## src/rtl/cmip_trig_window_gen_pkg.sv

```systemverilog
// Shared CMIP trigger-window constants and state encoding.
// Imported by the window generator and its instantiating tops.
package cmip_trig_window_gen_pkg;

  typedef enum logic [1:0] {
    ST_IDLE    = 2'd0,
    ST_CAPTURE = 2'd1,
    ST_HOLDOFF = 2'd2
  } state_e;

  localparam int unsigned DEF_DATA_W      = 16;
  localparam int unsigned DEF_WIN_LEN     = 4096;
  localparam int unsigned DEF_HOLDOFF_CLK = 64;
  localparam int unsigned DEF_ID_W        = 16;
  localparam int unsigned MISS_W          = 16;

endpackage

```

## src/rtl/cmip_trig_window_gen.sv

```systemverilog
// Trigger-driven capture window: frames WIN_LEN valid samples with SOF/EOF,
// frame ID, post-window hold-off and a saturating missed-trigger count.
module cmip_trig_window_gen
  import cmip_trig_window_gen_pkg::*;
#(
  parameter int unsigned DATA_W      = DEF_DATA_W,
  parameter int unsigned WIN_LEN     = DEF_WIN_LEN,
  parameter int unsigned HOLDOFF_CLK = DEF_HOLDOFF_CLK,
  parameter int unsigned ID_W        = DEF_ID_W
) (
  input  logic              i_clk,
  input  logic              i_rst_n,
  input  logic              i_en,
  input  logic              i_clr,
  input  logic              i_trig,
  input  logic              i_din_vld,
  input  logic [DATA_W-1:0] i_din,
  output logic              o_dout_vld,
  output logic [DATA_W-1:0] o_dout,
  output logic              o_sof,
  output logic              o_eof,
  output logic [ID_W-1:0]   o_frame_id,
  output logic              o_busy,
  output logic [MISS_W-1:0] o_miss_cnt
);

  localparam int unsigned CNT_W = $clog2(WIN_LEN + 1);
  localparam logic [CNT_W-1:0] LAST = CNT_W'(WIN_LEN - 1);

  localparam int unsigned HOLD_W =
    (HOLDOFF_CLK > 1) ? $clog2(HOLDOFF_CLK) : 1;
  localparam logic [HOLD_W-1:0] HOLD_INIT =
    HOLD_W'((HOLDOFF_CLK > 0) ? HOLDOFF_CLK - 1 : 0);
  localparam bit HAS_HOLD = (HOLDOFF_CLK != 0);

  state_e              state_q, state_d;
  logic                trig_dly_q, trig_dly_d;
  logic [CNT_W-1:0]    smp_cnt_q, smp_cnt_d;
  logic [HOLD_W-1:0]   hold_cnt_q, hold_cnt_d;
  logic [ID_W-1:0]     frame_id_q, frame_id_d;
  logic [MISS_W-1:0]   miss_cnt_q, miss_cnt_d;
  logic                dout_vld_q, dout_vld_d;
  logic [DATA_W-1:0]   dout_q, dout_d;
  logic                sof_q, sof_d;
  logic                eof_q, eof_d;
  logic                busy_q, busy_d;
  logic                trig_pos;

  always_comb begin
    trig_pos   = i_trig & ~trig_dly_q;
    trig_dly_d = i_trig;
    state_d    = state_q;
    smp_cnt_d  = smp_cnt_q;
    hold_cnt_d = hold_cnt_q;
    frame_id_d = frame_id_q;
    miss_cnt_d = miss_cnt_q;
    dout_vld_d = 1'b0;
    dout_d     = dout_q;
    sof_d      = 1'b0;
    eof_d      = 1'b0;

    if (i_clr) begin
      state_d    = ST_IDLE;
      smp_cnt_d  = '0;
      hold_cnt_d = '0;
      frame_id_d = '0;
      miss_cnt_d = '0;
    end else begin
      if (trig_pos && (state_q != ST_IDLE) && (miss_cnt_q != '1)) begin
        miss_cnt_d = miss_cnt_q + MISS_W'(1);
      end
      unique case (state_q)
        ST_IDLE: begin
          if (i_en && trig_pos) begin
            state_d   = ST_CAPTURE;
            smp_cnt_d = '0;
          end
        end
        ST_CAPTURE: begin
          if (i_din_vld) begin
            dout_vld_d = 1'b1;
            dout_d     = i_din;
            sof_d      = (smp_cnt_q == '0);
            eof_d      = (smp_cnt_q == LAST);
            smp_cnt_d  = smp_cnt_q + CNT_W'(1);
            if (smp_cnt_q == LAST) begin
              frame_id_d = frame_id_q + ID_W'(1);
              if (HAS_HOLD) begin
                state_d    = ST_HOLDOFF;
                hold_cnt_d = HOLD_INIT;
              end else begin
                state_d = ST_IDLE;
              end
            end
          end
        end
        ST_HOLDOFF: begin
          if (hold_cnt_q == '0) begin
            state_d = ST_IDLE;
          end else begin
            hold_cnt_d = hold_cnt_q - HOLD_W'(1);
          end
        end
        default: state_d = ST_IDLE;
      endcase
    end

    // busy mirrors the state being entered so it drops with IDLE re-entry
    busy_d = (state_d != ST_IDLE);
  end

  always_ff @(posedge i_clk or negedge i_rst_n) begin
    if (!i_rst_n) begin
      state_q    <= ST_IDLE;
      trig_dly_q <= 1'b0;
      smp_cnt_q  <= '0;
      hold_cnt_q <= '0;
      frame_id_q <= '0;
      miss_cnt_q <= '0;
      dout_vld_q <= 1'b0;
      dout_q     <= '0;
      sof_q      <= 1'b0;
      eof_q      <= 1'b0;
      busy_q     <= 1'b0;
    end else begin
      state_q    <= state_d;
      trig_dly_q <= trig_dly_d;
      smp_cnt_q  <= smp_cnt_d;
      hold_cnt_q <= hold_cnt_d;
      frame_id_q <= frame_id_d;
      miss_cnt_q <= miss_cnt_d;
      dout_vld_q <= dout_vld_d;
      dout_q     <= dout_d;
      sof_q      <= sof_d;
      eof_q      <= eof_d;
      busy_q     <= busy_d;
    end
  end

  assign o_dout_vld = dout_vld_q;
  assign o_dout     = dout_q;
  assign o_sof      = sof_q;
  assign o_eof      = eof_q;
  assign o_frame_id = frame_id_q;
  assign o_busy     = busy_q;
  assign o_miss_cnt = miss_cnt_q;

endmodule

```

## config.mk

```make
export PLATFORM = sky130hd
export DESIGN_NAME = cmip_trig_window_gen
export DESIGN_NICKNAME = d
export VERILOG_FILES = /design/src/rtl/cmip_trig_window_gen_pkg.sv /design/src/rtl/cmip_trig_window_gen.sv
export SDC_FILE = /design/constraint.sdc
export NUM_CORES = 1
export LEC_CHECK = 0
export ABC_CLOCK_PERIOD_IN_PS = 2250
export CAP_MARGIN = 10
export CORE_ASPECT_RATIO = 1.1
export CORE_MARGIN = 4
export CORE_UTILIZATION = 40
export CTS_CLUSTER_SIZE = 12
export DETAILED_ROUTE_END_ITERATION = 8
export SLEW_MARGIN = 10
export SYNTH_ARGS = -nofsm -noshare
export SYNTH_HDL_FRONTEND = slang
export SYNTH_SLANG_ARGS = --single-unit
```

## constraint.sdc

```tcl
create_clock -name i_clk -period 2.25 [get_ports i_clk]
set_input_delay 0.45 -clock i_clk [delete_from_list [all_inputs] [get_ports i_clk]]
set_output_delay 0.45 -clock i_clk [all_outputs]
set_load 0.01 [all_outputs]
```

==> results of run 1 <==
-- timing repair --
action,in CTS,in global routing
endpoints found under the hold margin,0,0
setup endpoints to repair,0,3
buffers inserted,0,0
resized for setup,0,1
-- through the flow --
stage / std cells / instance area [um^2] / utilization, % / hold WS [ns] / power (uW)
floorplan: 344 / 3570 / - / 0.154 / 1640
global placement: 526 / 4510 / 52.8 / 0.433 / 1910
detailed placement: 526 / 4510 / 52.8 / 0.439 / 1910
CTS: 542 / 4730 / 55.3 / 0.0563 / 3060
global route: 542 / 4730 / 55.4 / 0.0708 / 3170
finish: 542 / 4730 / 55.4 / 0.0489 / 3020
-- routing by layer --
metal  wire, um  vias to the layer above  part of all wire [%]
met5          0                        -                     0
met4        137                        0                   1.7
met3        393                        9                   4.9
met2       3840                       66                    48
met1       3680                     1439                    46
li1           -                     1406                     -
-- power by group through the flow --
stage                     registers, uW  logic, uW  clock network [uW]
after floorplan                    1530        107                   0
after global placement             1490        422                   0
after detailed placement           1490        424                   0
after CTS                          1460        427                1170
after global routing               1480        453                1240
final                              1460        416                1140
-- final timing paths --
path                                           startpoint                         to  slack, ns
worst min register to register  hold_cnt_q[5]$_DFFE_PN0P_  hold_cnt_q[5]$_DFFE_PN0P_       0.50
worst min-delay path                              i_rst_n  hold_cnt_q[0]$_DFFE_PN0P_       0.05
min in group i_clk              hold_cnt_q[5]$_DFFE_PN0P_  hold_cnt_q[5]$_DFFE_PN0P_       0.50
max in group asynchronous                         i_rst_n  o_miss_cnt[0]$_DFFE_PN0P_       1.62
worst max register to register  hold_cnt_q[0]$_DFFE_PN0P_  hold_cnt_q[0]$_DFFE_PN0P_        0.1
worst max-delay path            hold_cnt_q[0]$_DFFE_PN0P_  hold_cnt_q[0]$_DFFE_PN0P_        0.1
-- synthesized netlist by cell type, types with 4 or more instances --
| library cell | n | area (um^2) |
|---|---|---|
| inv_1 | 6 | 22.5 |
| a21oi_1 | 12 | 60.1 |
| xnor2_1 | 9 | 78.8 |
| a311oi_1 | 4 | 35.0 |
| buf_2 | 6 | 30.0 |
| and4_1 | 6 | 52.6 |
| dfrtp_1 | 74 | 1850 |
| nand2_1 | 14 | 52.6 |
| nand4_1 | 20 | 125 |
| ha_1 | 5 | 62.6 |
| and3_1 | 10 | 62.6 |
| nand3_1 | 13 | 65.1 |
| clkbuf_1 | 10 | 37.5 |
| a31oi_1 | 4 | 25.0 |
| nor4_1 | 4 | 25.0 |
| nor2_1 | 46 | 173 |
| mux2_2 | 17 | 191 |
| nor2b_1 | 5 | 31.3 |
| o21ai_0 | 11 | 55.1 |
| xor2_1 | 18 | 158 |
| nand2b_1 | 5 | 31.3 |
| nor3_1 | 12 | 60.1 |
-- area by class of cell --
type,count,area share [%]
clock inverter,5,1.64
timing repair buffer,87,18.2
tap,111,2.94
inverter,6,0.476
sequential,74,39.2
clock buffer,11,2.99
multi-input combinational,248,34.6
-- kinds of logic (layout without fill, tap and decap cells) --
kind of cell    Yosys count  count (layout)  synth area share, %
fa+ha+maj                 5               5                 1.75
flops                    74              74                 51.8
compound gates           47              47                 8.51
mux                      20              20                 6.20
simple gates            149             149                 22.6
xor+xnor                 27              27                 6.62
buf+inv                  22             109                 2.52
-- flip-flops by register name, summed over array words and instances (netlist names) --
name and count:
o_dout_vld 1, hold_cnt_q 6, o_dout 16, trig_dly_q 1, o_frame_id 16, o_miss_cnt 16
smp_cnt_q 13, state_q 2, o_eof 1, o_busy 1, o_sof 1
==> run_results.csv, run 1 <==
group,metric,value,unit
run_status,status,"completed",
timing,fin_tns_setup,0,ns
drt,routed_wl,8050,um
synth,synthesis.area,0.00357,mm^2
floorplanning,die_w,98.1,um
critical_path,critPathSlowestCell,"or3b_2",
run,drv_cap,0,
power,pwr-share-comb,13.8,%
cts,root_buffer,"clkbuf_8",
critical_path,rr_worst_depth,7,
cts,ctsHoldBuffers,0,
grt,grtUsageTotal,16.1,%
finish,drive_gt1_share,12.8,%
power,ir_drop,411,uV
floorplanning,fp-row-count,35,
cts,clock-sinks,74,
floorplanning,core-area,0.00854,mm^2
cts,numCtsBuffers,9,
critical_path,crit_cells,7,
grt,gr-usage-met1,20.5,%
floorplanning,io_pins,74,
synth,synth-edff-count,0,
synth,ys_ff_latch,74,
timing,worst_pin_slew,0.460,ns
critical_path,cp_max_fo,9,
grt,grt_overflow,0,
finish,seqCellArea,0.00185,mm^2
timing,period_needed,2.15,ns
placed_design,pre_cts_ws,0.0724,ns
floorplanning,start_util,41.9,%
synth,netlist-cell-type-count,43,
synth,postSynth.asyncResetShare,100,%
timing,finalSetupViolCount,0,
power,powerDensity,639,mW/mm^2
drt,detail-route-antenna-nets,0,
synth,syn_area_per_cell,10.4,um^2
critical_path,cp_num_buf_inv,1,
power,p_seq_share,48.4,%
cts,insertion_delay,0.35,ns
synth,seq_area_frac_synth,51.8,%
cts,cts_tree,"built",
timing,drv_slew,0,
timing,slew_headroom,69.3,%
finish,layout.nets,453,
timing,worst_slack,0.0956,ns
critical_path,end_kind,"flip-flop",
synth,postSynthCellCount,344,
timing,rsz0062_at_grt,"false",
grt,grtUsageMet3,4.03,%
finish,antenna_cells,0,
finish,layout_commonest_cell,"dfrtp_1",
finish,fill_cells,796,
drt,first_iter_violations,150,
timing,final_hold_viol_count,0,
critical_path,worst_path_dominant_cell_family,"simple AND/OR/NAND/NOR gates",
cts,clk_pin_slew,0.08,ns
grt,grt_max_degree,42,
power,intPower,2320,uW
critical_path,critPathRequiredTime,2.51,ns
timing,fin_skew,0.0124,ns
power,power.share.clock,37.8,%
synth,ys_warn_count,0,
grt,top_usage_layer,"met2",
timing,finalCritPeriodShare,95.8,%
drt,viasPerCell,5.39,
critical_path,arrival,2.42,ns
critical_path,crit_path_max_incr_delay,0.47,ns
critical_path,crit_chain,"inv_1 -> ha_1 -> or3b_2 -> o31ai_1 -> nand2b_2 -> and3_1 -> nor3_1",
power,p_leak,0.00201,uW
power,p_sw_share,23.2,%
floorplanning,die_area,0.0105,mm^2
placed_design,port_buffers,73,
power,switchingPower,700,uW
placed_design,hpwl,5650,um
drt,via_count,2920,
cts,clock_path_buffers,2,
cts,h-tree-depth,3,
drt,drc,0,
grt,grt_pass1_wl,13800,um
finish,multi_input_area,0.00164,mm^2
finish,final_cell_mix,"dfrtp_1, clkdlybuf4s50_1, nor2_1",
finish,area_delta_synth_final,32.3,%
synth,syn_nets,371,
grt,met2_usage,26.3,%
drt,dr.pass1.iters,4,
critical_path,worstSetupStartpointType,"flip-flop",
synth,synth-main-ff-cell,"dfrtp_1",
timing,fmax,464,MHz
worst_hold_path,min_path_type,"input pin to async pin",
floorplanning,die_y,107,um
drt,wl_per_cell,14.9,um
grt,antenna_found_initial,0,
critical_path,crit_type,"flip-flop to flip-flop",
placed_design,gp_congestion,0.785,
grt,grt_pass1_vias,2821,
Power figures use the tool's default switching activity.
==> run 2: changes to the inputs <==
Settings changed: PLACE_DENSITY set to 0.67.
==> run 2 against run 1 <==
Compared with the run above: power decreased by 4.6%; setup slack better by 0.041 ns; sequential power is essentially flat; clock power decreased by 12%; worst hold slack gained 0.062 ns; sequential cell count did not move; sequential share of layout area grew 0.32 points; die area did not move; count of clock-buffer cells in the layout up 1; largest power group unchanged; highest routed layer unchanged.
==> run_results.csv, run 2 (synthesized netlist as in run 1, its figures left out) <==
group,metric,value,unit
run_status,status,"completed",
timing,finalCritPeriodShare,93.9,%
power,ir_drop,391,uV
floorplanning,core-area,0.00854,mm^2
floorplanning,io_pins,74,
power,p_leak,0.00200,uW
placed_design,port_buffers,73,
timing,fmax,473,MHz
cts,root_buffer,"clkbuf_8",
drt,viasPerCell,5.28,
timing,fin_tns_setup,0,ns
finish,drive_gt1_share,12.1,%
drt,detail-route-antenna-nets,0,
critical_path,crit_cells,7,
critical_path,critPathRequiredTime,2.50,ns
drt,dr.pass1.iters,5,
grt,grtUsageTotal,16.8,%
critical_path,rr_worst_depth,7,
critical_path,cp_max_fo,9,
run,drv_cap,0,
critical_path,worstSetupStartpoint,"hold_cnt_q[0]$_DFFE_PN0P_",
critical_path,end_kind,"flip-flop",
finish,fill_cells,814,
timing,period_needed,2.11,ns
timing,slew_headroom,72.9,%
finish,final_cell_mix,"dfrtp_1, clkdlybuf4s50_1, nor2_1",
floorplanning,start_util,41.9,%
critical_path,worstSetupStartpointType,"flip-flop",
timing,final_hold_viol_count,0,
critical_path,crit_chain,"inv_1 -> ha_1 -> or3b_2 -> o31ai_1 -> nand2b_2 -> and3_1 -> nor3_1",
grt,grt_pass1_wl,14400,um
drt,routed_wl,8200,um
floorplanning,die_area,0.0105,mm^2
grt,antenna_found_initial,0,
timing,worst_slack,0.136,ns
grt,grt_overflow,0,
cts,clock_path_buffers,2,
grt,grt_pass1_vias,2916,
critical_path,worst_path_dominant_cell_family,"simple AND/OR/NAND/NOR gates",
finish,final_cell_count_no_fill,541,
finish,fin_util,54.9,%
drt,first_iter_violations,140,
finish,multi_input_area,0.00164,mm^2
cts,h-tree-depth,3,
finish,layout_commonest_cell,"dfrtp_1",
drt,drc,0,
drt,via_count,2857,
cts,numCtsBuffers,9,
cts,cts_tree,"built",
cts,clock-sinks,74,
finish,area_delta_synth_final,31.2,%
power,powerDensity,615,mW/mm^2
floorplanning,die_w,98.1,um
critical_path,cp_num_buf_inv,1,
critical_path,arrival,2.36,ns
cts,insertion_delay,0.34,ns
timing,finalSetupViolCount,0,
drt,wl_per_cell,15.1,um
critical_path,crit_type,"flip-flop to flip-flop",
worst_hold_path,min_path_type,"input pin to async pin",
timing,rsz0062_at_grt,"false",
grt,grt_max_degree,75,
critical_path,reg2reg_from,"hold_cnt_q[0]$_DFFE_PN0P_",
critical_path,critPathSlowestCell,"or3b_2",
floorplanning,die_y,107,um
placed_design,gp_congestion,0.838,
critical_path,reg2reg_slack,0.14,ns
floorplanning,fp-row-count,35,
critical_path,crit_path_max_incr_delay,0.47,ns
placed_design,pre_cts_ws,0.0129,ns
finish,antenna_cells,0,
finish,layout.nets,453,
placed_design,dp_cells,526,
cts,clk_pin_slew,0.07,ns
finish,seqCellArea,0.00185,mm^2
critical_path,r2r-end,"hold_cnt_q[0]$_DFFE_PN0P_",
timing,worst_pin_slew,0.407,ns
placed_design,hpwl,5770,um
cts,cts_setup_buffers,0,
timing,fin_skew,0.00974,ns
timing,drv_slew,0,
[run 2: cell types whose count changed in the layout (fill, tap and decap cells not counted), sizes merged]
| cell | delta |
|---|---|
| bufinv | -1 |
| clkbuf | +1 |
| clkinvlp | -1 |
[run 2: how the worst max path moves through the flow]
stage	end	slack [ns]
4_1_cts	hold_cnt_q[4]$_DFFE_PN0P_	0.08
2_1_floorplan	hold_cnt_q[0]$_DFFE_PN0P_	0.34
5_1_grt	hold_cnt_q[0]$_DFFE_PN0P_	0.006
6_report	hold_cnt_q[0]$_DFFE_PN0P_	0.14
3_3_place_gp	o_frame_id[15]$_DFFE_PN0P_	0.14
3_5_place_dp	hold_cnt_q[4]$_DFFE_PN0P_	0.01
[run 2: metrics by stage]
stage | instance area (um^2) | hold WS (ns) | power, uW
2_1_floorplan | 3570 | 0.154 | 1640
3_3_place_gp | 4500 | 0.489 | 1910
3_5_place_dp | 4500 | 0.498 | 1920
4_1_cts | 4690 | 0.134 | 2930
5_1_grt | 4690 | 0.141 | 3030
6_report | 4690 | 0.111 | 2880
[run 2: routing by layer]
metal / global-route usage (%) / wire [um] / vias to the layer above
met5: 0 / 0 / -
met2: 27.2 / 4160 / 55
met3: 4.23 / 294 / 12
met1: 21.9 / 3600 / 1386
met4: 6.05 / 145 / 0
li1: - / - / 1404
[run 2: cell type report]
| type | count | area share (%) |
|---|---|---|
| repair buffers | 87 | 18.2 |
| clock buffers | 12 | 3.09 |
| clock inverters | 3 | 0.854 |
| multi-input cells | 248 | 34.9 |
| flip-flops and latches | 74 | 39.5 |
| inverters | 6 | 0.480 |
| well taps | 111 | 2.96 |
[run 2: timing repair]
| action | CTS | global route |
|---|---|---|
| setup endpoints to repair | 0 | 8 |
| hold buffers | 0 | 0 |
| gates resized for setup | 0 | 1 |
| endpoints found under the hold margin | 0 | 0 |
[run 2: where the power goes]
group	leakage, uW	switching (uW)	internal (uW)
combinational	0.000901	165	254
sequential	0.00100	44.4	1420
clock	0.0000962	467	534
total	0.00200	677	2210
[run 2: worst register-to-register path: stages, from the launching register on]
cell and delay, ns:
dfrtp_1 0.40, inv_1 0.07, ha_1 0.19, or3b_2 0.47
o31ai_1 0.32, nand2b_2 0.20, and3_1 0.23, nor3_1 0.16
==> run 3: changes to the inputs <==
Settings changed: CAP_MARGIN 10 to not set.
==> results of run 3 <==
Same layout as run 2: the final DEF is identical, and so are final timing and power.
